--- src/rtl/rx_anc_pkg.sv ---
// rx_anc_pkg: shared state encoding and power-on configuration
// defaults for the RX ANC sync sequencer.
package rx_anc_pkg;

  typedef enum logic [2:0] {
    IDLE = 3'd0,
    PRE  = 3'd1,
    SLOT = 3'd2,
    TAIL = 3'd3
  } state_e;

  localparam int DEF_SYNC_LEN  = 8192;
  localparam int DEF_NSIG      = 16384;
  localparam int DEF_START_INC = 512;
  localparam int DEF_DPH_INC   = 4096;
  localparam int DEF_CH_INC    = 16384;

endpackage

--- src/rtl/rx_anc_phase_gen.sv ---
// rx_anc_phase_gen: per-channel hopped NCO phase accumulators
// with sample/symbol counters, stepped by accepted samples.
module rx_anc_phase_gen #(
  parameter int PHASE_WIDTH = 24,
  parameter int NSYMB_WIDTH = 16,
  parameter int NUM_CH      = 2
) (
  input  logic                          clk,
  input  logic                          reset,
  input  logic                          en,
  input  logic                          start,
  input  logic                          adv,
  input  logic [PHASE_WIDTH-1:0]        nsig,
  input  logic [NSYMB_WIDTH-1:0]        nsymb,
  input  logic [PHASE_WIDTH-1:0]        start_inc,
  input  logic [PHASE_WIDTH-1:0]        dph_inc,
  input  logic [NUM_CH*PHASE_WIDTH-1:0] ch_inc,
  output logic [NUM_CH*PHASE_WIDTH-1:0] ph,
  output logic [PHASE_WIDTH-1:0]        ph_inc,
  output logic [NSYMB_WIDTH-1:0]        symb_idx,
  output logic                          sym_start
);

  logic                   armed_q, armed_d;
  logic                   sym_q, sym_d;
  logic [PHASE_WIDTH-1:0] sig_q, sig_d;
  logic [PHASE_WIDTH-1:0] inc_q, inc_d;
  logic [NSYMB_WIDTH-1:0] symb_q, symb_d;
  logic [PHASE_WIDTH-1:0] ph_q [NUM_CH];
  logic [PHASE_WIDTH-1:0] ph_d [NUM_CH];
  logic                   step;

  // Samples count only inside a sequence, after its first slot start.
  assign step = adv & en & armed_q;

  always_comb begin
    armed_d = en ? armed_q : 1'b0;
    sym_d   = sym_q;
    sig_d   = sig_q;
    inc_d   = inc_q;
    symb_d  = symb_q;
    ph_d    = ph_q;
    if (start) begin
      armed_d = 1'b1;
      sym_d   = 1'b1;
      sig_d   = '0;
      symb_d  = '0;
      inc_d   = start_inc;
      for (int c = 0; c < NUM_CH; c++) ph_d[c] = '0;
    end else if (step) begin
      sym_d = 1'b0;
      if (sig_q == nsig - PHASE_WIDTH'(1)) begin
        sym_d = 1'b1;
        sig_d = '0;
        for (int c = 0; c < NUM_CH; c++) ph_d[c] = '0;
        if (symb_q == nsymb - NSYMB_WIDTH'(1)) begin
          symb_d = '0;
          inc_d  = start_inc;
        end else begin
          symb_d = symb_q + NSYMB_WIDTH'(1);
          inc_d  = inc_q + dph_inc;
        end
      end else begin
        sig_d = sig_q + PHASE_WIDTH'(1);
        for (int c = 0; c < NUM_CH; c++)
          ph_d[c] = ph_q[c]
                  - (inc_q + ch_inc[c*PHASE_WIDTH +: PHASE_WIDTH]);
      end
    end
  end

  always_ff @(posedge clk) begin
    if (reset) begin
      armed_q <= 1'b0;
      sym_q   <= 1'b0;
      sig_q   <= '0;
      inc_q   <= '0;
      symb_q  <= '0;
      for (int c = 0; c < NUM_CH; c++) ph_q[c] <= '0;
    end else begin
      armed_q <= armed_d;
      sym_q   <= sym_d;
      sig_q   <= sig_d;
      inc_q   <= inc_d;
      symb_q  <= symb_d;
      for (int c = 0; c < NUM_CH; c++) ph_q[c] <= ph_d[c];
    end
  end

  for (genvar c = 0; c < NUM_CH; c++) begin : g_ph
    assign ph[c*PHASE_WIDTH +: PHASE_WIDTH] = ph_q[c];
  end

  assign ph_inc    = inc_q;
  assign symb_idx  = symb_q;
  assign sym_start = sym_q;

endmodule

--- src/rtl/rx_anc_sync_seq.sv ---
// rx_anc_sync_seq: trigger-driven pre-roll/slot/tail sequencer
// with a per-sequence config latch and hopped NCO phases.
module rx_anc_sync_seq
  import rx_anc_pkg::*;
#(
  parameter int PHASE_WIDTH    = 24,
  parameter int NSYMB_WIDTH    = 16,
  parameter int NUM_CH         = 2,
  parameter int NSLOT_WIDTH    = 3,
  parameter int SYNC_CNT_WIDTH = 16
) (
  input  logic                          clk,
  input  logic                          reset,
  input  logic                          trig,
  input  logic                          abort,
  input  logic [NSLOT_WIDTH-1:0]        cfg_nslots,
  input  logic [SYNC_CNT_WIDTH-1:0]     cfg_sync_len,
  input  logic [PHASE_WIDTH-1:0]        cfg_nsig,
  input  logic [NSYMB_WIDTH-1:0]        cfg_nsymb,
  input  logic [PHASE_WIDTH-1:0]        cfg_start_inc,
  input  logic [PHASE_WIDTH-1:0]        cfg_dph_inc,
  input  logic [NUM_CH*PHASE_WIDTH-1:0] cfg_ch_inc,
  input  logic                          adv,
  output logic [NUM_CH*PHASE_WIDTH-1:0] ph,
  output logic [PHASE_WIDTH-1:0]        ph_inc,
  output logic [NSYMB_WIDTH-1:0]        symb_idx,
  output logic                          sym_start,
  output logic                          start_rx,
  output logic                          sync_en,
  output logic                          valid_rx,
  output logic [NSLOT_WIDTH-1:0]        slot_idx,
  output logic                          done,
  output logic [2:0]                    state
);

  localparam int CHW = NUM_CH * PHASE_WIDTH;

  state_e                    state_q, state_d;
  logic [SYNC_CNT_WIDTH-1:0] cnt_q, cnt_d;
  logic [NSLOT_WIDTH-1:0]    slot_q, slot_d;
  logic                      start_q, start_d;
  logic                      done_q, done_d;
  logic                      trig_q;
  logic                      trig_edge, cnt_last, active;

  logic [NSLOT_WIDTH-1:0]    nslots_q, nslots_d;
  logic [SYNC_CNT_WIDTH-1:0] len_q, len_d;
  logic [PHASE_WIDTH-1:0]    nsig_q, nsig_d;
  logic [NSYMB_WIDTH-1:0]    nsymb_q, nsymb_d;
  logic [PHASE_WIDTH-1:0]    sinc_q, sinc_d;
  logic [PHASE_WIDTH-1:0]    dph_q, dph_d;
  logic [CHW-1:0]            chinc_q, chinc_d;

  assign trig_edge = trig & ~trig_q;
  assign cnt_last  = cnt_q == len_q - SYNC_CNT_WIDTH'(1);
  assign active    = state_q != IDLE;

  always_comb begin
    state_d  = state_q;
    cnt_d    = cnt_q;
    slot_d   = slot_q;
    start_d  = 1'b0;
    done_d   = 1'b0;
    nslots_d = nslots_q;
    len_d    = len_q;
    nsig_d   = nsig_q;
    nsymb_d  = nsymb_q;
    sinc_d   = sinc_q;
    dph_d    = dph_q;
    chinc_d  = chinc_q;
    unique case (state_q)
      IDLE: begin
        if (trig_edge && !abort) begin
          state_d  = PRE;
          cnt_d    = '0;
          slot_d   = '0;
          // Zero-valued counts are promoted to one.
          nslots_d = (cfg_nslots == '0) ?
                     NSLOT_WIDTH'(1) : cfg_nslots;
          len_d    = (cfg_sync_len == '0) ?
                     SYNC_CNT_WIDTH'(1) : cfg_sync_len;
          nsig_d   = (cfg_nsig == '0) ?
                     PHASE_WIDTH'(1) : cfg_nsig;
          nsymb_d  = (cfg_nsymb == '0) ?
                     NSYMB_WIDTH'(1) : cfg_nsymb;
          sinc_d   = cfg_start_inc;
          dph_d    = cfg_dph_inc;
          chinc_d  = cfg_ch_inc;
        end
      end
      PRE: begin
        cnt_d = cnt_q + SYNC_CNT_WIDTH'(1);
        if (cnt_last) begin
          state_d = SLOT;
          cnt_d   = '0;
          slot_d  = '0;
          start_d = 1'b1;
        end
      end
      SLOT: begin
        cnt_d = cnt_q + SYNC_CNT_WIDTH'(1);
        if (cnt_last) begin
          cnt_d = '0;
          if (slot_q < nslots_q - NSLOT_WIDTH'(1)) begin
            slot_d  = slot_q + NSLOT_WIDTH'(1);
            start_d = 1'b1;
          end else begin
            state_d = TAIL;
          end
        end
      end
      TAIL: begin
        cnt_d = cnt_q + SYNC_CNT_WIDTH'(1);
        if (cnt_last) begin
          state_d = IDLE;
          cnt_d   = '0;
          done_d  = 1'b1;
        end
      end
      default: state_d = IDLE;
    endcase
    if (abort && active) begin
      state_d = IDLE;
      cnt_d   = '0;
      start_d = 1'b0;
      done_d  = 1'b0;
    end
  end

  always_ff @(posedge clk) begin
    if (reset) begin
      state_q  <= IDLE;
      cnt_q    <= '0;
      slot_q   <= '0;
      start_q  <= 1'b0;
      done_q   <= 1'b0;
      trig_q   <= 1'b0;
      nslots_q <= '0;
      len_q    <= '0;
      nsig_q   <= '0;
      nsymb_q  <= '0;
      sinc_q   <= '0;
      dph_q    <= '0;
      chinc_q  <= '0;
    end else begin
      state_q  <= state_d;
      cnt_q    <= cnt_d;
      slot_q   <= slot_d;
      start_q  <= start_d;
      done_q   <= done_d;
      trig_q   <= trig;
      nslots_q <= nslots_d;
      len_q    <= len_d;
      nsig_q   <= nsig_d;
      nsymb_q  <= nsymb_d;
      sinc_q   <= sinc_d;
      dph_q    <= dph_d;
      chinc_q  <= chinc_d;
    end
  end

  rx_anc_phase_gen #(
    .PHASE_WIDTH (PHASE_WIDTH),
    .NSYMB_WIDTH (NSYMB_WIDTH),
    .NUM_CH      (NUM_CH)
  ) u_phase (
    .clk       (clk),
    .reset     (reset),
    .en        (active),
    .start     (start_q),
    .adv       (adv),
    .nsig      (nsig_q),
    .nsymb     (nsymb_q),
    .start_inc (sinc_q),
    .dph_inc   (dph_q),
    .ch_inc    (chinc_q),
    .ph        (ph),
    .ph_inc    (ph_inc),
    .symb_idx  (symb_idx),
    .sym_start (sym_start)
  );

  assign start_rx = start_q;
  assign done     = done_q;
  assign slot_idx = slot_q;
  assign sync_en  = active;
  assign valid_rx = active;
  assign state    = state_q;

endmodule

--- config.mk ---
export PLATFORM = sky130hd
export DESIGN_NAME = rx_anc_sync_seq
export DESIGN_NICKNAME = d
export VERILOG_FILES = /design/src/rtl/rx_anc_pkg.sv /design/src/rtl/rx_anc_phase_gen.sv /design/src/rtl/rx_anc_sync_seq.sv
export SDC_FILE = /design/constraint.sdc
export NUM_CORES = 1
export LEC_CHECK = 0
export CAP_MARGIN = 15
export CORE_ASPECT_RATIO = 0.75
export CORE_MARGIN = 4
export CORE_UTILIZATION = 50
export DETAILED_ROUTE_END_ITERATION = 10
export PLACE_DENSITY = 0.77
export SKIP_CTS_REPAIR_TIMING = 1
export SYNTH_ARGS = -nofsm -noshare
export SYNTH_HDL_FRONTEND = slang
export SYNTH_HIERARCHICAL = 1
export SYNTH_SLANG_ARGS = --single-unit
--- constraint.sdc ---
create_clock -name clk -period 3.25 [get_ports clk]
set_input_delay 0.325 -clock clk [delete_from_list [all_inputs] [get_ports clk]]
set_output_delay 0.325 -clock clk [all_outputs]
set_load 0.02 [all_outputs]
==> flow_summary.yaml <==
run_status:
  status: "complete, but fails checks"
  violations: "negative setup slack"
finish:
  area_growth_pct: 31.6
  design_area_sq_um: 23600
  fill_cells: 2798
  final_cells: 3051
  layout-drive-gt1-share: 0.131
  nets: 2867
  post-route-util: 0.674
pwr:
  p_per_area_nw_per_um2: 520
  ir_worst_vdd_mv: 0.318
  p_leak_nw: 9.08
  p_total_mw: 12.3
placed_design:
  place_area_sq_um: 21900
  dp_cells: 2979
  io_buffers: 257
  finalWeightedCongestion: 0.935
  hpwl_mm: 40.8
timing:
  setup_violations: 3
  max_slew_margin: 0.518
  hold_violations: 0
  fin_crit_ns: 3.47
  tns_ns: -0.390
  worstMarginPinSlew_ns: 0.717
  period_share: 1.07
  fmax_ghz: 0.289
  fin_ws_ns: -0.215
  slew_violations: 0
  fin_worst_skew_ns: 0.0203
  rsz0062_at_grt: "true"
drt:
  viasPerCell: 5.79
  vias: 17700
  firstDrtPassIters: 6
  postRouteAntennaNets: 0
  wl_mm: 56.2
  wl_per_cell_um: 18.4
  drt_iter0_markers: 1926
  drc: 0
grt:
  grt_pass1_vias: 16700
  grt_max_degree: 111
  grt.total_usage: 0.269
  use_met3: 0.0428
  use_met1: 0.376
  grt_overflow: 0
  grt_pass1_wl_mm: 85.9
  grt_antenna_before_repair: 1
  globalRouteMet2Util: 0.429
  grt.busiest_layer: "met2"
clock_tree:
  cts_buffer_depth: 3
  clk_pin_slew_ns: 0.06
  clk_latency_ns: 0.53
  cts.sinks: 293
  cts_max_level: 2
  cts_root_buffer: "clkbuf_16"
  cts_buffers: 34
  cts_tree: "done"
flow_run:
  maxCapViolations: 0
setup_path:
  slowest_delay_ns: 0.55
  crit_buf_inv: 1
  cp-start-kind: "register"
  worstSetupPathType: "reg2reg"
  cp_data_arrival_time_ns: 3.87
  crit_chain: "inv_1 > fa_1 > ha_4 > nor2b_1 > o31ai_2 > a21oi_2 > a211o_1 > a31oi_4 > o31ai_4 > o41a_1 > a31oi_2 > xor2_1 > o21ai_1"
  crit_path_top_delay_cell: "fa_1"
  cpLargestDelayFamily: "compound AO/OA/AOI/OAI gates"
  crit_fanout: 4
  endpoint_kind: "register"
  cp.required_ns: 3.65
floorplanning:
  ioPinCount: 259
  dieHeight_um: 172
  die_x_um: 227
  num_rows: 59
  core_area_sq_um: 35000
  dieArea_sq_um: 39000
  initial_core_util: 0.512
yosys:
  syn_nets: 2527
  synth_edf_count: 0
  syn-cell-area_sq_um: 17900
  synth_top_area_frac: 0.327
  synth_top_cell_by_area: "dfxtp_1"
  syn_inst: 2232
  ys_seq_elements: 293
  async_flop_share: 0
  avgSynthCellArea_sq_um: 8.03
  yosys_warnings: 6
  ys.flop_type: "dfxtp_1"
  synth.distinct_cells: 83
  synth_seq_area_share: 0.327
  synth_area_leaders: "dfxtp_1 (33%), nand2_1 (8.6%), a21oi_1 (7.4%), ha_1 (6.1%), fa_1 (5.3%)"
hold_path:
  min_path_type: "in2reg"
[power by group]
group / total [mW] / switching, mW / internal (mW) / leakage [nW]
clock: 4.04 / 1.55 / 2.49 / 0.570
sequential: 3.92 / 0.156 / 3.77 / 2.38
combinational: 4.30 / 2.34 / 1.96 / 6.13
[Yosys cell counts, drive strengths merged (5+ instances only)]
cell / n
a2111oi: 5
a211o: 6
a211oi: 32
a21o: 28
a21oi: 266
a22oi: 13
a311oi: 6
a31oi: 12
and2: 11
and3: 28
and4: 11
buf: 24
clkbuf: 87
dfxtp: 293
fa: 47
ha: 88
inv: 115
mux2i: 28
nand2: 411
nand2b: 9
nand3: 66
nand3b: 7
nand4: 30
nor2: 136
nor2b: 17
nor3: 35
nor4: 40
nor4b: 10
o211ai: 12
o21a: 10
o21ai: 60
o21bai: 10
o31ai: 9
or2: 12
or3: 18
or4: 12
xnor2: 107
xor2: 63
[kinds of logic (layout without fill, tap and decap cells)]
kind of cell	after synthesis	in the layout	synth area share
simple gates	865	865	0.227
compound gates	514	514	0.181
flops	293	293	0.327
buf+inv	226	587	0.0510
xor+xnor	170	170	0.0831
fa+ha+maj	135	135	0.114
mux	28	28	0.0156
other cells	1	2	0.000209
[cell usage in the layout, fill, tap and decap left out, types with 8 or more instances in the layout]
cell,count
nand3_1,63
and2_1,10
o211ai_1,12
buf_4,142
ha_1,77
fa_1,44
a211oi_2,21
a211oi_1,11
mux2i_1,28
dfxtp_2,11
o21ai_0,45
nand2b_1,9
and3_1,28
buf_12,9
o21a_1,10
xor2_1,63
a31oi_1,8
nor4_1,34
o21ai_1,13
nor2b_1,17
nand4_1,30
or3_1,15
xnor2_1,107
nand2_1,409
and4_1,10
nor4b_1,8
nor2_1,133
or2_2,9
clkdlybuf4s50_1,256
a22oi_1,13
inv_1,111
o21bai_1,8
nor3_1,34
a21o_1,28
a21oi_1,257
clkbuf_16,39
dfxtp_1,279
or4_1,10
[worst paths after layout]
check	from	to	slack [ns]	cells after the start
max reg2reg	chinc_q[2]	u_phase/ph[22]	-0.22	13
min	reset	chinc_q[18]	0.15	2
min reg2reg	chinc_q[7]	chinc_q[7]	0.45	2
max	chinc_q[2]	u_phase/ph[22]	-0.22	13
[cell type report]
cell class | count | area, sq um | share of cell area
Timing Repair Buffer | 415 | 3930 | 0.166
Clock buffer | 47 | 1010 | 0.0430
Clock inverter | 10 | 154 | 0.00653
Antenna cell | 1 | 2.50 | 0.000106
Multi-Input combinational cell | 1713 | 11600 | 0.492
Tap cell | 457 | 572 | 0.0242
Inverter | 115 | 432 | 0.0183
Sequential cell | 293 | 5890 | 0.250
[registers in the layout, indices dropped and copies added (netlist names), 2 cells and up]
| register | count |
|---|---|
| u_phase/symb_idx | 16 |
| slot_idx | 3 |
| nsymb_q | 16 |
| nsig_q | 24 |
| len_q | 16 |
| nslots_q | 3 |
| cnt_q | 16 |
| u_phase/ph | 48 |
| sinc_q | 24 |
| chinc_q | 48 |
| u_phase/ph_inc | 24 |
| state | 2 |
| u_phase/sig_q | 24 |
| dph_q | 24 |
[layer usage]
| metal | vias up | share of wire |
|---|---|---|
| met1 | 8404 | 0.45 |
| met2 | 691 | 0.45 |
| met5 | - | 0 |
| li1 | 8444 | - |
| met4 | 0 | 0.034 |
| met3 | 133 | 0.070 |
[per-stage QoR]
step / hold WS [ns] / setup WS, ns
2_1_floorplan: 0.432 / 0.00126
3_3_place_gp: 0.444 / -0.190
3_5_place_dp: 0.447 / -0.234
4_1_cts: 0.128 / -0.264
5_1_grt: 0.147 / -0.284
6_report: 0.153 / -0.215
(Power assumes the default switching activity.)
